File: config.mk
export PLATFORM = sky130hd
export DESIGN_NAME = nes_mem_arbiter
export DESIGN_NICKNAME = d
export VERILOG_FILES = /design/src/rtl/nes_mem_arbiter.sv
export SDC_FILE = /design/constraint.sdc
export NUM_CORES = 1
export LEC_CHECK = 0
export ABC_CLOCK_PERIOD_IN_PS = 2150
export BUFFER_PORTS_ARGS = -buffer_cell sky130_fd_sc_hd__buf_2
export CORE_AREA = 2 2 153 155
export CTS_CLUSTER_SIZE = 20
export DETAILED_ROUTE_END_ITERATION = 10
export DIE_AREA = 0 0 155 157
export HOLD_SLACK_MARGIN = 0.08
export PLACE_DENSITY = 0.49
export SLEW_MARGIN = 15
export SYNTH_ARGS = -nofsm -noshare
export SYNTH_HDL_FRONTEND = slang
export SYNTH_SLANG_ARGS = --single-unit
File: constraint.sdc
create_clock -name clk -period 2.15 [get_ports clk]
set_input_delay 0.215 -clock clk [delete_from_list [all_inputs] [get_ports clk]]
set_output_delay 0.215 -clock clk [all_outputs]
set_load 0.01 [all_outputs]
File: src/rtl/nes_mem_arbiter.sv
// Cartridge memory arbiter: shares one external memory port between the PPU
// CHR fetch path, the CPU PRG path and the aux (loader / savestate) port.
// One access is in flight at a time. Fixed priority PPU > CPU > aux, with a
// grant counter that forces aux through after STARVE_MAX other grants.
module nes_mem_arbiter #(
  parameter int ADDR_W     = 22,
  parameter int STARVE_MAX = 8
) (
  input  logic              clk,
  input  logic              reset,
  input  logic              ppu_req,
  input  logic [ADDR_W-1:0] ppu_addr,
  output logic              ppu_busy,
  output logic              ppu_done,
  output logic [7:0]        ppu_rdata,
  input  logic              cpu_req,
  input  logic              cpu_we,
  input  logic [ADDR_W-1:0] cpu_addr,
  input  logic [7:0]        cpu_wdata,
  output logic              cpu_busy,
  output logic              cpu_done,
  output logic [7:0]        cpu_rdata,
  input  logic              aux_req,
  input  logic              aux_we,
  input  logic [ADDR_W-1:0] aux_addr,
  input  logic [7:0]        aux_wdata,
  output logic              aux_busy,
  output logic              aux_done,
  output logic [7:0]        aux_rdata,
  output logic              mem_req,
  output logic              mem_we,
  output logic [ADDR_W-1:0] mem_addr,
  output logic [7:0]        mem_wdata,
  input  logic              mem_ack,
  input  logic [7:0]        mem_rdata
);

  typedef enum logic [0:0] {ST_IDLE = 1'b0, ST_WAIT = 1'b1} state_t;

  // Requester indices: bit 0 = PPU, bit 1 = CPU, bit 2 = aux.
  localparam logic [1:0] SEL_PPU    = 2'd0;
  localparam logic [1:0] SEL_CPU    = 2'd1;
  localparam logic [1:0] SEL_AUX    = 2'd2;
  localparam logic [7:0] STARVE_LIM = 8'(STARVE_MAX);

  logic [2:0]        req_s, we_s, cap_s, win_oh_s, done_oh_s;
  logic [2:0]        pend_v_next_s, svc_next_s;
  logic [ADDR_W-1:0] addr_s [3];
  logic [7:0]        wdata_s [3];
  logic [1:0]        win_s;
  logic              grant_s, ack_s;
  logic [7:0]        starve_next_s;

  state_t            state_r;
  logic [1:0]        sel_r;
  logic [2:0]        pend_v_r, pend_we_r, svc_r, busy_r, done_r;
  logic [ADDR_W-1:0] pend_addr_r [3];
  logic [7:0]        pend_wdata_r [3];
  logic [7:0]        rdata_r [3];
  logic [7:0]        starve_cnt_r;
  logic              mem_req_r, mem_we_r;
  logic [ADDR_W-1:0] mem_addr_r;
  logic [7:0]        mem_wdata_r;

  assign req_s      = {aux_req, cpu_req, ppu_req};
  assign we_s       = {aux_we, cpu_we, 1'b0};
  assign addr_s[0]  = ppu_addr;
  assign addr_s[1]  = cpu_addr;
  assign addr_s[2]  = aux_addr;
  assign wdata_s[0] = 8'h00;
  assign wdata_s[1] = cpu_wdata;
  assign wdata_s[2] = aux_wdata;

  // A request is taken only while its requester has nothing outstanding.
  assign cap_s     = req_s & ~busy_r;
  assign grant_s   = (state_r == ST_IDLE) && (pend_v_r != 3'b000);
  assign ack_s     = (state_r == ST_WAIT) && mem_req_r && mem_ack;
  assign win_oh_s  = grant_s ? (3'b001 << win_s) : 3'b000;
  assign done_oh_s = ack_s ? (3'b001 << sel_r) : 3'b000;

  assign pend_v_next_s = (pend_v_r & ~win_oh_s) | cap_s;
  assign svc_next_s    = (svc_r & ~done_oh_s) | win_oh_s;

  // Pick the next winner: a starved aux overrides the fixed priority.
  always_comb begin
    win_s = SEL_PPU;
    if (pend_v_r[2] && (starve_cnt_r == STARVE_LIM)) begin
      win_s = SEL_AUX;
    end else if (pend_v_r[0]) begin
      win_s = SEL_PPU;
    end else if (pend_v_r[1]) begin
      win_s = SEL_CPU;
    end else if (pend_v_r[2]) begin
      win_s = SEL_AUX;
    end else begin
      win_s = SEL_PPU;
    end
  end

  // Count PPU/CPU grants that overtake a waiting aux request.
  always_comb begin
    starve_next_s = starve_cnt_r;
    if (grant_s && (win_s == SEL_AUX)) begin
      starve_next_s = 8'd0;
    end else if (!pend_v_r[2]) begin
      starve_next_s = 8'd0;
    end else if (grant_s && (starve_cnt_r != 8'hFF)) begin
      starve_next_s = starve_cnt_r + 8'd1;
    end else begin
      starve_next_s = starve_cnt_r;
    end
  end

  // Capture registers, arbitration FSM and all registered outputs.
  always_ff @(posedge clk) begin
    if (reset) begin
      state_r      <= ST_IDLE;
      sel_r        <= SEL_PPU;
      pend_v_r     <= 3'b000;
      pend_we_r    <= 3'b000;
      svc_r        <= 3'b000;
      busy_r       <= 3'b000;
      done_r       <= 3'b000;
      starve_cnt_r <= 8'd0;
      mem_req_r    <= 1'b0;
      mem_we_r     <= 1'b0;
      mem_addr_r   <= '0;
      mem_wdata_r  <= 8'h00;
      for (int i = 0; i < 3; i++) begin
        pend_addr_r[i]  <= '0;
        pend_wdata_r[i] <= 8'h00;
        rdata_r[i]      <= 8'h00;
      end
    end else begin
      pend_v_r     <= pend_v_next_s;
      svc_r        <= svc_next_s;
      busy_r       <= pend_v_next_s | svc_next_s;
      done_r       <= done_oh_s;
      starve_cnt_r <= starve_next_s;
      for (int i = 0; i < 3; i++) begin
        if (cap_s[i]) begin
          pend_we_r[i]    <= we_s[i];
          pend_addr_r[i]  <= addr_s[i];
          pend_wdata_r[i] <= wdata_s[i];
        end
      end
      case (state_r)
        ST_IDLE: begin
          if (grant_s) begin
            mem_req_r   <= 1'b1;
            mem_we_r    <= pend_we_r[win_s];
            mem_addr_r  <= pend_addr_r[win_s];
            mem_wdata_r <= pend_wdata_r[win_s];
            sel_r       <= win_s;
            state_r     <= ST_WAIT;
          end
        end
        ST_WAIT: begin
          if (ack_s) begin
            mem_req_r <= 1'b0;
            mem_we_r  <= 1'b0;
            if (!mem_we_r) begin
              rdata_r[sel_r] <= mem_rdata;
            end
            state_r <= ST_IDLE;
          end
        end
        default: begin
          mem_req_r <= 1'b0;
          state_r   <= ST_IDLE;
        end
      endcase
    end
  end

  assign ppu_busy  = busy_r[0];
  assign cpu_busy  = busy_r[1];
  assign aux_busy  = busy_r[2];
  assign ppu_done  = done_r[0];
  assign cpu_done  = done_r[1];
  assign aux_done  = done_r[2];
  assign ppu_rdata = rdata_r[0];
  assign cpu_rdata = rdata_r[1];
  assign aux_rdata = rdata_r[2];
  assign mem_req   = mem_req_r;
  assign mem_we    = mem_we_r;
  assign mem_addr  = mem_addr_r;
  assign mem_wdata = mem_wdata_r;

endmodule

== Word level (Yosys, flattened, before mapping) ==
Memory sizes are Yosys's and may differ from the RTL's. A register that Yosys moved wholly into a read port is not among the register bits.
Index checks and enable logic that the tools add are counted.

* Register bits after elaboration: 27
* Memory bits (writable): 114
* Input port bits: 98
* Output and inout bits: 62
* Word-level logic and storage cells: 92
* Memories kept: 3

{| class="wikitable"
|+ Memories
! memory !! words !! bits a word !! rd ports !! clocked after Yosys merged registers in !! wr ports !! line !! RTL
|-
| pend_addr_r || 3 || 22 || 1 || 1 || 3 || 57 || <nowiki>logic [ADDR_W-1:0] pend_addr_r [3];</nowiki>
|-
| pend_wdata_r || 3 || 8 || 1 || 1 || 3 || 58 || <nowiki>logic [7:0] pend_wdata_r [3];</nowiki>
|-
| rdata_r || 3 || 8 || 3 || 0 || 3 || 59 || <nowiki>logic [7:0] rdata_r [3];</nowiki>
|}

* $add $sub $neg: 1
* $lt $le $gt $ge: 1
* Equal/unequal tests: 5
* Shift operators: 2
* Muxes and demuxes: 41
* Bitwise operators: 17
* Reduce and logical (&&, ||, !) cells: 11

{| class="wikitable"
|+ Operators with widths
! cell !! number
|-
| $mux W22 || 3
|-
| $mux W8 || 4
|-
| $mux W1 || 23
|-
| $mux W2 || 5
|-
| $and A3 B3 Y3 || 3
|-
| $not A3 Y3 || 3
|-
| $or A3 B3 Y3 || 3
|-
| $add A8 B1 Y8 const B || 1
|-
| $eq A8 B4 Y1 const B || 1
|-
| $ne A8 B8 Y1 const B || 1
|-
| $reduce_or A8 Y1 || 1
|-
| $logic_and A1 B1 Y1 || 6
|-
| $mux W3 || 2
|-
| $or A1 B1 Y1 || 6
|-
| $pmux W1 S2 || 3
|-
| $shl A1 B2 Y3 const A || 2
|-
| $ne A2 B2 Y1 const B || 2
|-
| $reduce_and A2 Y1 || 2
|-
| $lt A2 B3 Y1 const B || 1
|-
| $reduce_bool A3 Y1 || 1
|-
| $reduce_or A3 Y1 || 1
|-
| $bmux W1 S2 || 1
|-
| $eq A2 B2 Y1 const B || 1
|-
| $not A1 Y1 || 2
|}

== Depth between registers and ports, before layout ==
Gate-level depths: netlist of the first run.

* Word-level depth: 10
* Depth in mapped cells: 7
* Mapped depth without buffers: 6

== Worst setup path after synthesis of the first run ==
No wires, ideal clock.

* Path type: in2reg
* Start point: input reset
* End point: memory pend_addr_r[1][0] (enable)
* Setup time: 0.392 ns
* Arrival time: 1.742 ns
* Data required time: 1.758 ns
* Setup slack: 0.017 ns
* Stages on the path: 4
* Buffers on the path: 3
* Cells stage by stage: clkbuf_1 > buf_2 > clkbuf_1 > nand2b_1

{| class="wikitable"
|+ RTL lines
! item !! line !! RTL
|-
| start: declaration || 10 || <nowiki>input logic reset,</nowiki>
|-
| end: declaration || 57 ||
|}

== Worst setup path after layout of the first run ==
* Start point: register pend_v_r[0]
* End point: register mem_wdata_r[0], in the netlist mem_wdata[0], read port of pend_wdata_r

* Cells in the longest elaborated chain, start to end: 3
* Elaborated cells on any way between the ends: 5
* Those cells by class: mux: 2; reduce/logical: 3

{| class="wikitable"
|+ Ends and longest elaborated chain
! item !! line !! RTL
|-
| start: declaration || 56 || <nowiki>logic [2:0] pend_v_r, pend_we_r, svc_r, busy_r, done_r;</nowiki>
|-
| start signal: assignment || 135 || <nowiki>pend_v_r <= pend_v_next_s;</nowiki>
|-
| $reduce_bool A3 Y1 || 76 || <nowiki>assign grant_s = (state_r == ST_IDLE) && (pend_v_r != 3'b000);</nowiki>
|-
| $logic_and A1 B1 Y1 || 76 ||
|-
| $reduce_and A2 Y1 (no source line) || n/a ||
|-
| end: declaration || 63 || <nowiki>logic [7:0] mem_wdata_r;</nowiki>
|}

Parallel ways exist; a longest one is shown, timed or not.
A chain may end at the register's enable or synchronous reset.

==> results of run 1 <==
power by group:
group | total, mW | internal [mW] | switching, mW
clock network | 2.86 | 1.63 | 1.23
logic | 1.02 | 0.448 | 0.576
registers | 3.74 | 3.63 | 0.117
total | 7.63 | 5.71 | 1.93
logic make-up (layout without fill, tap and decap cells):
kind of cell             Yosys count  count (layout)  share of synthesized area
AND/OR/NAND/NOR                  197             197                      0.187
flip-flops                       163             163                      0.649
buffers and inverters             41             284                     0.0268
multiplexers                       6               6                    0.00901
adder cells (fa/ha/maj)            2               2                    0.00375
AO/OA/AOI/OAI                    119             119                      0.124
layer usage:
metal,vias up,global-route usage,routed length [um]
met5,-,0,0
met2,139,0.237,8180
met1,2270,0.182,7830
met3,14,0.0325,860
li1,2413,-,-
met4,0,0.0410,229
cell type report:
| class | instances | area, um2 |
|---|---|---|
| clock buffer | 21 | 450 |
| clock inverter | 11 | 104 |
| inverter | 6 | 22.5 |
| fill | 2159 | 13400 |
| tap | 285 | 357 |
| sequential | 163 | 4320 |
| timing repair buffer | 246 | 1610 |
| multi-input combinational | 324 | 2200 |
registers in the layout (all words and copies together), names as in the netlist, 8 cells and up:
signal and count:
pend_wdata_r 16, mem_addr 22, rdata_r 24, mem_wdata 8, pend_addr_r 66, starve_cnt_r 8
stage by stage:
step | util | total power, mW | setup slack [ps] | cell area [um2] | hold WS (ps)
finish | 0.403 | 7.63 | 236 | 9060 | 87.9
CTS | 0.402 | 7.72 | 218 | 9050 | 80.1
global route | 0.403 | 7.96 | 39.1 | 9060 | 83.1
detailed placement | 0.352 | 4.78 | 234 | 7920 | 455
floorplan | - | 4.33 | 16.9 | 6670 | 351
global placement | 0.352 | 4.75 | 278 | 7920 | 453
how the worst min path moves through the flow:
| stage | start | to | slack (ps) | cells after the start |
|---|---|---|---|---|
| finish | ppu_addr[11] | pend_addr_r[0][11] | 90 | 2 |
| detailed placement | aux_we | pend_we_r[2] | 450 | 3 |
| global placement | aux_we | pend_we_r[2] | 450 | 3 |
| floorplan | cpu_we | pend_we_r[1] | 350 | 2 |
| global route | aux_addr[19] | pend_addr_r[2][19] | 80 | 2 |
| CTS | ppu_addr[11] | pend_addr_r[0][11] | 80 | 2 |
cell usage in the layout (no fill, tap or decap), drive strengths merged, types with 4 or more instances in the layout:
| cell | n |
|---|---|
| o21a | 8 |
| a22oi | 19 |
| dfxtp | 57 |
| nand2b | 8 |
| buf | 187 |
| clkinvlp | 4 |
| a21oi | 32 |
| inv | 9 |
| and2 | 103 |
| nand3 | 21 |
| and3 | 10 |
| a22o | 11 |
| dlygate4sd3 | 59 |
| o21ai | 12 |
| nand2 | 7 |
| a31oi | 13 |
| a211oi | 7 |
| edfxtp | 106 |
| mux2i | 6 |
| nor4b | 6 |
| nor3 | 9 |
| nor2 | 15 |
| clkbuf | 21 |
| a221o | 4 |
| a32oi | 4 |
repair_timing:
item / 4_1_cts / 5_1_grt
hold endpoints to repair: 58 / 1
hold buffers: 58 / 1
gates resized for setup: 0 / 0
critical path: stages, from the launching register on:
cell                      delay [ps]
sky130_fd_sc_hd__dfxtp_1         470
sky130_fd_sc_hd__nor3_2          120
sky130_fd_sc_hd__nor2_4          670
sky130_fd_sc_hd__nor2_1          200
sky130_fd_sc_hd__a221o_1         330
==> impl_summary.md, run 1 <==
Global routing
The wire length of the first global-routing pass is 26200 um. The total routing resource utilization after global routing is 0.141. The number of antenna violations at the first check in global routing is 0. Global routing finished with a remaining overflow of 0. The largest net degree at the start of global routing is 42. The via count of the first global-routing pass is 4846.

Layout
Of the cells placed in the final design, the portion with a size suffix greater than 1 is 0.311. The number of inserted diodes is 0. The number of nets in the final layout is 858.

Once layout is complete, the cells apart from fillers number 1056. Compared with the post-synthesis result, the final layout area differs by 36.0%.

Pwr
The analysis attributes to cell leakage a power of approximately 3.7 nW. Dividing total power by cell area gives a power density of 842 nW/um2. VDD sags by at most 398 uV.

Setup path
The setup slack of the most critical reg-to-reg path is approximately 240 ps. The worst setup path is captured at a register. The startpoint identified for the worst register-to-register timing path is pend_v_r[0].

The capture point of the worst path is mem_wdata[0]. The critical path starts at pend_v_r[0]. The critical path in this run is classified as register to register. The terminus of the critical flop-to-flop path is mem_wdata[0]. STA classifies the critical path startpoint as a register. The number of cells on the worst reg-to-reg path is 4. The required time at the worst-slack endpoint is between 2000 and 2500 ps. At the worst endpoint, the arrival time is 2220 ps. The top fanout value on the critical path is 35.

Synthesis
Yosys attributes the largest share of cell area to sky130_fd_sc_hd__edfxtp_1 (48%), sky130_fd_sc_hd__dfxtp_1 (17%), sky130_fd_sc_hd__and2_1 (9.7%), sky130_fd_sc_hd__a21oi_1 (2.3%), sky130_fd_sc_hd__a22oi_1 (2.1%). The share of synthesized area in the top cell type comes to 0.478. The gate count of the mapped netlist is 528. The part of the Yosys area used for sequential elements is 0.649. The yosys synthesis warning count is 0. For this run, asynchronously set or reset flops after synthesis account for 0. The post-synth design cell area is 6670 um2. The average footprint of a synthesized cell is 12.6 um2. The net count after synthesis is 628.

The count of flip-flops with a built-in enable after synthesis is 106. In this run, synthesis produced a sequential element count of 163. The top flip-flop cell by instance count after synthesis is sky130_fd_sc_hd__edfxtp_1.

Yosys instantiated no cell more often than sky130_fd_sc_hd__edfxtp_1. In the synthesized netlist, the cells that appear most often are sky130_fd_sc_hd__edfxtp_1 (106), sky130_fd_sc_hd__and2_1 (103), sky130_fd_sc_hd__dfxtp_1 (57). The count of different cell masters after synthesis is 52.

The cell type with the highest aggregate area in the netlist is sky130_fd_sc_hd__edfxtp_1.

Timing
In the finished design, the share of the clock period the worst path needs comes to 0.890. The total of endpoints with negative setup slack in the final report is 0. For the pin with the worst max-slew slack, the measured transition is 867 ps. The total negative slack for setup checks is 0 ps.

The minimum clock period is roughly 1900 ps. The post-route clock skew is between 5 and 6 ps. Setup repair after global routing left no endpoint under its margin. For this run, the top clock speed supported by timing is 523 MHz.

The worst pin sits at a relative slew slack of 0.421. The number of pins with negative max-slew slack in the final report is 0. The number of failing hold endpoints at the final stage came to 0.

Floorplan
After floorplanning, the core was divided into 55 placement rows. The number of ports placed on the die boundary is 160. The die height is around 160 um. The horizontal extent of the die is 155 um.

The initial utilization of the core area, before any placement, comes to 0.296. The full die area is 24300 um2. The standard cell core area is 22500 um2.

Clocking
The CTS tree is yes. The number of buffers created by CTS is 17. The H-tree was split into 4 levels. The post-CTS setup repair buffer count is 0.

At the later pin of the worst-skew pair, clock insertion delay measures 420 ps. The cell chosen for the clock root is sky130_fd_sc_hd__clkbuf_16. The clock slew seen by the registers of the worst setup and hold paths is roughly 60 ps.

The buffer depth of the longest clock path is 2. For this design, the sink count on the clock tree is approximately 160.

Drt
The wire length after detailed routing is 17100 um. For this run, design rule violations remaining after detail routing come to 0. In the final routed layout, each cell accounts on average for 16.2 um.

The mean number of vias per cell is 4.58. The detail route stage leaves a number of antenna-violating nets equal to 0. The first-pass detailed-route iteration total is 4. Detailed routing inserted a total of 4836 vias. After the first detailed-routing iteration, the DRC count stood at a little over 300.

Hold path
The type of the worst min-delay path is input port to register.

Run
The reported max-cap violation count is 0.

Placement
The cell count after placement is 965. The number of I/O port buffers is 159. Routability-driven placement finished with a final weighted congestion of 0.748. The wire-length estimate of the detail-placed layout is between 10000 and 15000 um.

Status
The flow ran to the end, and the final reports show no timing, DRC or antenna violations.
No activity file was read; power rests on OpenSTA's default activity.
==> run 2, diff against run 1 <==
--- a/config.mk
+++ b/config.mk
@@ -9,8 +9,9 @@
 export BUFFER_PORTS_ARGS = -buffer_cell sky130_fd_sc_hd__buf_2
-export CORE_AREA = 2 2 153 155
+export CORE_AREA = 2 2 121 123
 export CTS_CLUSTER_SIZE = 20
 export DETAILED_ROUTE_END_ITERATION = 10
-export DIE_AREA = 0 0 155 157
+export DIE_AREA = 0 0 123 125
 export HOLD_SLACK_MARGIN = 0.08
-export PLACE_DENSITY = 0.49
+export PLACE_DENSITY = 0.73
+export REMOVE_ABC_BUFFERS = 1
 export SLEW_MARGIN = 15
==> constraint.sdc (replaced) <==
create_clock -name clk -period 2.15 [get_ports clk]
set_input_delay 0.1075 -clock clk [delete_from_list [all_inputs] [get_ports clk]]
set_output_delay 0.1075 -clock clk [all_outputs]
set_load 0.01 [all_outputs]
==> run 2 against run 1 <==
Compared with the run above:
- final area up 3.5%
- core utilization up 26 points
- register-to-register slack worse by 80 ps
- combinational power up 11%
- flip-flop and latch count unchanged
- worst hold slack better by 26 ps
- wire length up 3.9%
- critical path type unchanged
- critical endpoint is now starve_cnt_r[5]
==> impl_summary.md, run 2 (synthesis gave the netlist of run 1 again) <==
Status
The flow ran to the end, and the final reports show no timing, DRC or antenna violations.

Layout
The final standard cell count with taps included and fillers excluded came to 992 (-6.1%). The number of inserted diodes was 0 (unchanged). The number of nets in the final layout is 895 (+4.3%). The layout-stage area growth over the synthesis result is 40.7%. The leading cell type in the layout, fill and taps excluded is sky130_fd_sc_hd__buf_2. The flip-flop count of the largest register after layout is 66 (unchanged). In the layout the commonest cells are sky130_fd_sc_hd__buf_2 (159), sky130_fd_sc_hd__edfxtp_1 (106), sky130_fd_sc_hd__and2_1 (103), sky130_fd_sc_hd__dlygate4sd3_1 (93), sky130_fd_sc_hd__dfxtp_1 (57). The fraction of final layout cells with drive strength greater than 1 came to 0.307 (-0.00435). The largest register by flop count is pend_addr_r.

Global routing
The via count of the first global-routing pass was 5448 (+12%). The number of antenna violations at the first check in global routing is 0 (unchanged). The wire length of the first global-routing pass is 27200 um (+3.8%). The total routing resource utilization after global routing is 0.235 (+0.0937).

The largest net degree at the start of global routing came to 45 (+7.1%). The overflow left after global routing is 0 (unchanged).

Placement
The number of I/O port buffers is 159 (unchanged). The last weighted congestion value of the routability-driven placer is 0.803 (+7.5%). The post-detailed-placement half-perimeter wirelength is 10800 um (-12%).

The cell count after placement is 865 (-10%).

Floorplan
The initial standard-cell utilization of the core was 0.469 (+0.173). The die height is 125 um (-20%). The standard cell core area was 14200 um2 (-37%). The standard-cell row count is 44 (-20%). The number of ports placed on the die boundary is 160 (unchanged). The horizontal extent of the die was 123 um (-21%). The full die area came to 15400 um2 (-37%).

Clocking
The H-tree level count is 4 (unchanged). The number of buffers created by CTS is 17 (unchanged). The clock slew seen by the registers of the worst setup and hold paths is 60 ps (about the same).

The root buffer cell chosen for the clock tree is sky130_fd_sc_hd__clkbuf_16. TritonCTS built the clock tree. The buffer depth of the longest clock path is 2 (unchanged). The clock insertion delay at the later pin of the skew report is 430 ps (about the same). The clock sink total was 163 (unchanged).

Setup path
The sort of element at the start of the critical path is a register. The largest stage delay on the critical path is 490 ps (-180 ps). The signal on the critical path passes through inv_1, ha_1, and4bb_4, a22o_2, a211o_1, nor3_2. The endpoint identified for the worst register-to-register timing path is starve_cnt_r[5]. The setup slack of the most critical reg-to-reg path is 160 ps (-80 ps). The required time at the worst-slack endpoint was 2510 ps (+50 ps). The worst setup path is of the register to register kind. The critical path data arrival time is 2350 ps (+130 ps).

The top fanout value on the critical path is 9 (-74%). The worst register-to-register path begins at starve_cnt_r[0]. The worst setup path startpoint is starve_cnt_r[0]. The kind of capture point of the worst setup path is a register. The master of the slowest instance on the critical path is sky130_fd_sc_hd__a211o_1. The number of cells on the worst reg-to-reg path is 6 (+2).

Timing
Setup repair after global routing left no endpoint under its margin. The post-route worst hold slack came to 114 ps (+25.8 ps). The share of the clock period used by the worst path is 0.926 (+0.0356).

The transition time at the pin with the least slew margin came to 919 ps (+51.9 ps). The number of failing hold endpoints at the final stage is 0 (unchanged). The relative slew slack is 0.385 (-0.0352). The total of endpoints with negative setup slack in the final report is 0 (unchanged). The number of pins with negative max-slew slack in the final report is 0 (unchanged). The total negative slack for setup checks came to 0 ps (unchanged). The maximum achievable frequency is 502 MHz (-3.8%). The minimum clock period is 1990 ps (+76.4 ps).

The post-route clock skew is 9.07 ps (+3.85 ps).

Drt
The vias after detailed routing is 5247 (+8.5%). The antenna violation net count after detailed routing is 0 (unchanged). The iteration-0 DRC count of the detailed router came to 304 (-0.33%). The wire length after detailed routing came to 17800 um (+3.9%). The number of design rule violations left after detail routing is 0 (unchanged). The first-pass detailed-route iteration total was 6 (+2). The mean number of vias per cell is 5.29 (+15%). The routed length per instance is 17.9 um (+11%).

Hold path
The path with the worst hold slack has its endpoint at pend_we_r[1]. The worst hold path depth is 4 (+2). The type of the worst min-delay path is input port to register. The worst min-delay path startpoint is cpu_req.

Pwr
The leakage power summed over all cells is 3.89 nW (+5.3%). The power density over cell area is 842 nW/um2 (about the same). The largest voltage drop on the vdd net was 483 uV (+21%).

The total power was 7.89 mW (+3.4%).

Run
The reported max-cap violation count is 0 (unchanged).
## run 2: worst max path at each step
stage	end	slack, ps	depth (start not counted)
finish	starve_cnt_r[5]	160	6
global placement	pend_addr_r[2][18]	240	4
floorplan	pend_addr_r[0][0]	-910	3
global route	starve_cnt_r[7]	80	6
detailed placement	pend_addr_r[0][12]	140	4
CTS	pend_addr_r[0][12]	100	4
## run 2: worst max-delay path: cells and delay by family, from the launching register on
kind / cells / cell delay, ps
simple gates: 2 / 460
compound gates: 2 / 820
flops: 1 / 370
buf+inv: 1 / 80
fa+ha+maj: 1 / 190
## run 2: stage by stage
step | setup slack (ps) | utilization | instance area, um2
2_1_floorplan | -913 | - | 6510
3_3_place_gp | 236 | 0.551 | 7830
3_5_place_dp | 140 | 0.551 | 7830
4_1_cts | 105 | 0.658 | 9350
5_1_grt | 76.2 | 0.660 | 9380
6_report | 160 | 0.660 | 9380
## run 2: where the power goes
group	leakage, nW	switching [mW]	internal, mW	total [mW]
Clock	0.292	1.23	1.80	3.03
Sequential	1.59	0.108	3.63	3.74
Combinational	2.01	0.620	0.511	1.13
## run 2: per-layer routing
metal / vias to the layer above / global-route usage / part of all wire
met2: 193 / 0.425 / 0.52
met4: 0 / 0.104 / 0.023
li1: 2490 / - / -
met3: 29 / 0.0465 / 0.048
met1: 2535 / 0.263 / 0.41
met5: - / 0 / 0
## run 2: layout make-up
cell class / count / area, um2
fill: 1028 / 4820
sequential: 163 / 4320
multi-input combinational: 325 / 2220
timing repair buffer: 282 / 1990
clock buffer: 20 / 467
tap: 184 / 230
clock inverter: 12 / 130
inverter: 6 / 22.5
## run 2: timing repair
| action | 4_1_cts | 5_1_grt |
|---|---|---|
| hold buffers | 93 | 0 |
| gates resized for setup | 0 | 1 |
| setup endpoints to repair | 0 | 45 |
| hold endpoints to repair | 109 | 0 |
| buffers inserted | 0 | 1 |
==> run 3, diff against run 2 <==
- RECOVER_POWER: default -> 100
==> run 3 against run 2 <==
Compared with the run above:
- first-iteration DRC count grew 1.3%
- via count grew 0.11%
- worst hold slack gained 2.9 ps
- core utilization shrank 1.4 points
- die area is the same
- register-to-register slack is essentially flat
- highest routed layer unchanged
- clock-buffer cell count is the same
- sequential share of layout area grew 0.97 points
- combinational power shrank 5%
==> impl_summary.md, run 3 (synthesis gave the netlist of run 1 again) <==
Status
The flow ran to the end, and the final reports show no timing, DRC or antenna violations.

Timing
The number of failing hold endpoints at the final stage is 0 (unchanged). The post-route clock skew is 9.73 ps (+0.656 ps). The post-route worst hold slack is 117 ps (+2.85 ps). The minimum clock period is 1980 ps (-13.3 ps). The transition time at the pin with the least slew margin is 927 ps (+7.84 ps).

The maximum achievable frequency came to 506 MHz (+0.67%). The relative slew slack is 0.380 (-0.00524). The number of pins with negative max-slew slack in the final report came to 0 (unchanged). The total of endpoints with negative setup slack in the final report is 0 (unchanged).

The total negative slack for setup checks is 0 ps (unchanged). Setup repair after global routing left no endpoint under its margin. The share of the clock period used by the worst path is 0.920 (-0.00618).

Global routing
The number of antenna violations at the first check in global routing is 0 (unchanged). The wire length of the first global-routing pass is 27200 um (unchanged). The largest net degree at the start of global routing was 45 (unchanged). The via count of the first global-routing pass is 5448 (unchanged). The total routing resource utilization after global routing was 0.235 (unchanged). The overflow left after global routing came to 0 (unchanged).

Floorplan
The die height is 125 um (unchanged). The standard cell core area was 14200 um2 (unchanged). The horizontal extent of the die was 123 um (unchanged).

The number of ports placed on the die boundary is 160 (unchanged). The initial standard-cell utilization of the core is 0.469 (unchanged). The full die area was 15400 um2 (unchanged). The standard-cell row count is 44 (unchanged).

Setup path
The kind of capture point of the worst setup path is a register. The critical path data arrival time is 2290 ps (-60 ps). The kind of critical path is register to register.

The sort of element at the start of the critical path is a register. The top fanout value on the critical path came to 13 (+4). The required time at the worst-slack endpoint was 2460 ps (-50 ps).

Pwr
The power share of the clock group is 0.387 (+0.003). The internal power component is 5.89 mW (-0.85%). The power density over cell area is 854 nW/um2 (+1.4%). The net load switching power came to 1.95 mW (-0.13%).

The switching part of the total is 0.249 (+0.00135). The fraction of power consumed by sequential logic is 0.477 (+0.004). The combinational fraction of design power came to 0.136 (-0.007). The leakage power summed over all cells is 3.56 nW (-8.5%). The largest voltage drop on the vdd net is 481 uV (-0.39%).

Drt
The antenna violation net count after detailed routing was 0 (unchanged). The first-pass detailed-route iteration total was 5 (-1). The wire length after detailed routing is 17800 um (about the same). The routed length per instance is 17.9 um (about the same). The iteration-0 DRC count of the detailed router is 308 (+1.3%). The mean number of vias per cell is 5.30 (+0.11%). The number of design rule violations left after detail routing was 0 (unchanged). The vias after detailed routing was 5253 (+0.11%).

Clocking
The number of buffers created by CTS is 17 (unchanged). The clock insertion delay at the later pin of the skew report is 430 ps (about the same). The cell sitting at the root of the clock tree is a sky130_fd_sc_hd__clkbuf_16.

The clock slew seen by the registers of the worst setup and hold paths is 60 ps (about the same). The clock sink total is 163 (unchanged). The CTS tree is yes. The H-tree level count is 4 (unchanged). The buffer depth of the longest clock path came to 2 (unchanged).

Layout
The flip-flop count of the largest register after layout was 66 (unchanged). Leaving out fill and tap cells, the most frequent cell in the layout is sky130_fd_sc_hd__edfxtp_1. The fraction of final layout cells with drive strength greater than 1 is 0.208 (-0.0990). In the layout the commonest cells are sky130_fd_sc_hd__edfxtp_1 (106), sky130_fd_sc_hd__buf_2 (98), sky130_fd_sc_hd__dlygate4sd3_1 (93), sky130_fd_sc_hd__clkbuf_1 (69), sky130_fd_sc_hd__and2_0 (58). The number of fill cells in the layout was 1089 (+5.9%). The end-of-flow core utilization was 0.647 (-0.0137). The number of nets in the final layout is 895 (unchanged). The largest register by flop count is pend_addr_r.

The number of inserted diodes is 0 (unchanged). The final standard cell count with taps included and fillers excluded is 992 (unchanged). From synthesis to final layout, the design area changed by 37.8%. The post-route standard cell area excluding fillers is 9190 um2 (-2.1%).

Placement
The last weighted congestion value of the routability-driven placer came to 0.803 (unchanged). The number of I/O port buffers was 159 (unchanged). The cell count after placement was 865 (unchanged). The post-detailed-placement cell area is 7830 um2 (unchanged). The post-detailed-placement half-perimeter wirelength is 10800 um (unchanged).

Run
The reported max-cap violation count is 0 (unchanged).

Hold path
The worst hold path belongs to the class input port to register.
## run 3: changes by cell type in the layout (fill, tap and decap cells not counted), sizes merged
cell    before  now
clkbuf      20   94
buf        189  115
## run 3: layout make-up
type                    count  area, um2  share of cell area
repair buffers            282       1850               0.201
clock buffers              20        467              0.0508
well taps                 184        230              0.0251
inverters                   6       22.5             0.00245
clock inverters            12        130              0.0142
flip-flops and latches    163       4320               0.471
multi-input cells         325       2160               0.235
## run 3: worst paths after layout
check | start | endpoint | slack (ps) | cells past startpoint
worst max-delay path | pend_v_r[2] | mem_addr[12] | 170 | 6
worst min-delay path | cpu_req | busy_r[1] | 120 | 4
worst max register to register | pend_v_r[2] | mem_addr[12] | 170 | 6
worst min register to register | pend_addr_r[1][13] | mem_addr[13] | 490 | 2
## run 3: per-stage QoR
stage          setup WS [ps]  power [mW]
6_report                 173        7.84
4_1_cts                  105        7.90
2_1_floorplan           -913        4.27
5_1_grt                 59.3        8.10
3_5_place_dp             140        4.77
3_3_place_gp             236        4.73
## run 3: what timing repair did
item | 4_1_cts | 5_1_grt
setup buffers | 0 | 1
resized for setup | 0 | 1
endpoints found under the hold margin | 109 | 0
hold buffers | 93 | 0
endpoints found under the setup margin | 0 | 45
## run 3: routing by layer
metal | global-route usage | share of wire
met5 | 0 | 0
met4 | 0.104 | 0.021
met3 | 0.0465 | 0.058
met2 | 0.425 | 0.52
met1 | 0.263 | 0.40
## run 3: worst max-delay path: stages, from the launching register on
cell and delay [ps]:
sky130_fd_sc_hd__dfxtp_1 430, sky130_fd_sc_hd__nor3_1 160, sky130_fd_sc_hd__clkbuf_1 140, sky130_fd_sc_hd__nor2_2 460, sky130_fd_sc_hd__buf_4 290, sky130_fd_sc_hd__a31oi_1 90, sky130_fd_sc_hd__o21ai_0 290
## run 3: power groups by stage
stage | combinational (mW) | sequential [mW] | clock (mW)
global placement | 0.943 | 3.79 | 0
CTS | 1.11 | 3.73 | 3.06
global route | 1.16 | 3.76 | 3.18
floorplan | 0.438 | 3.83 | 0
finish | 1.07 | 3.74 | 3.04
detailed placement | 0.976 | 3.80 | 0
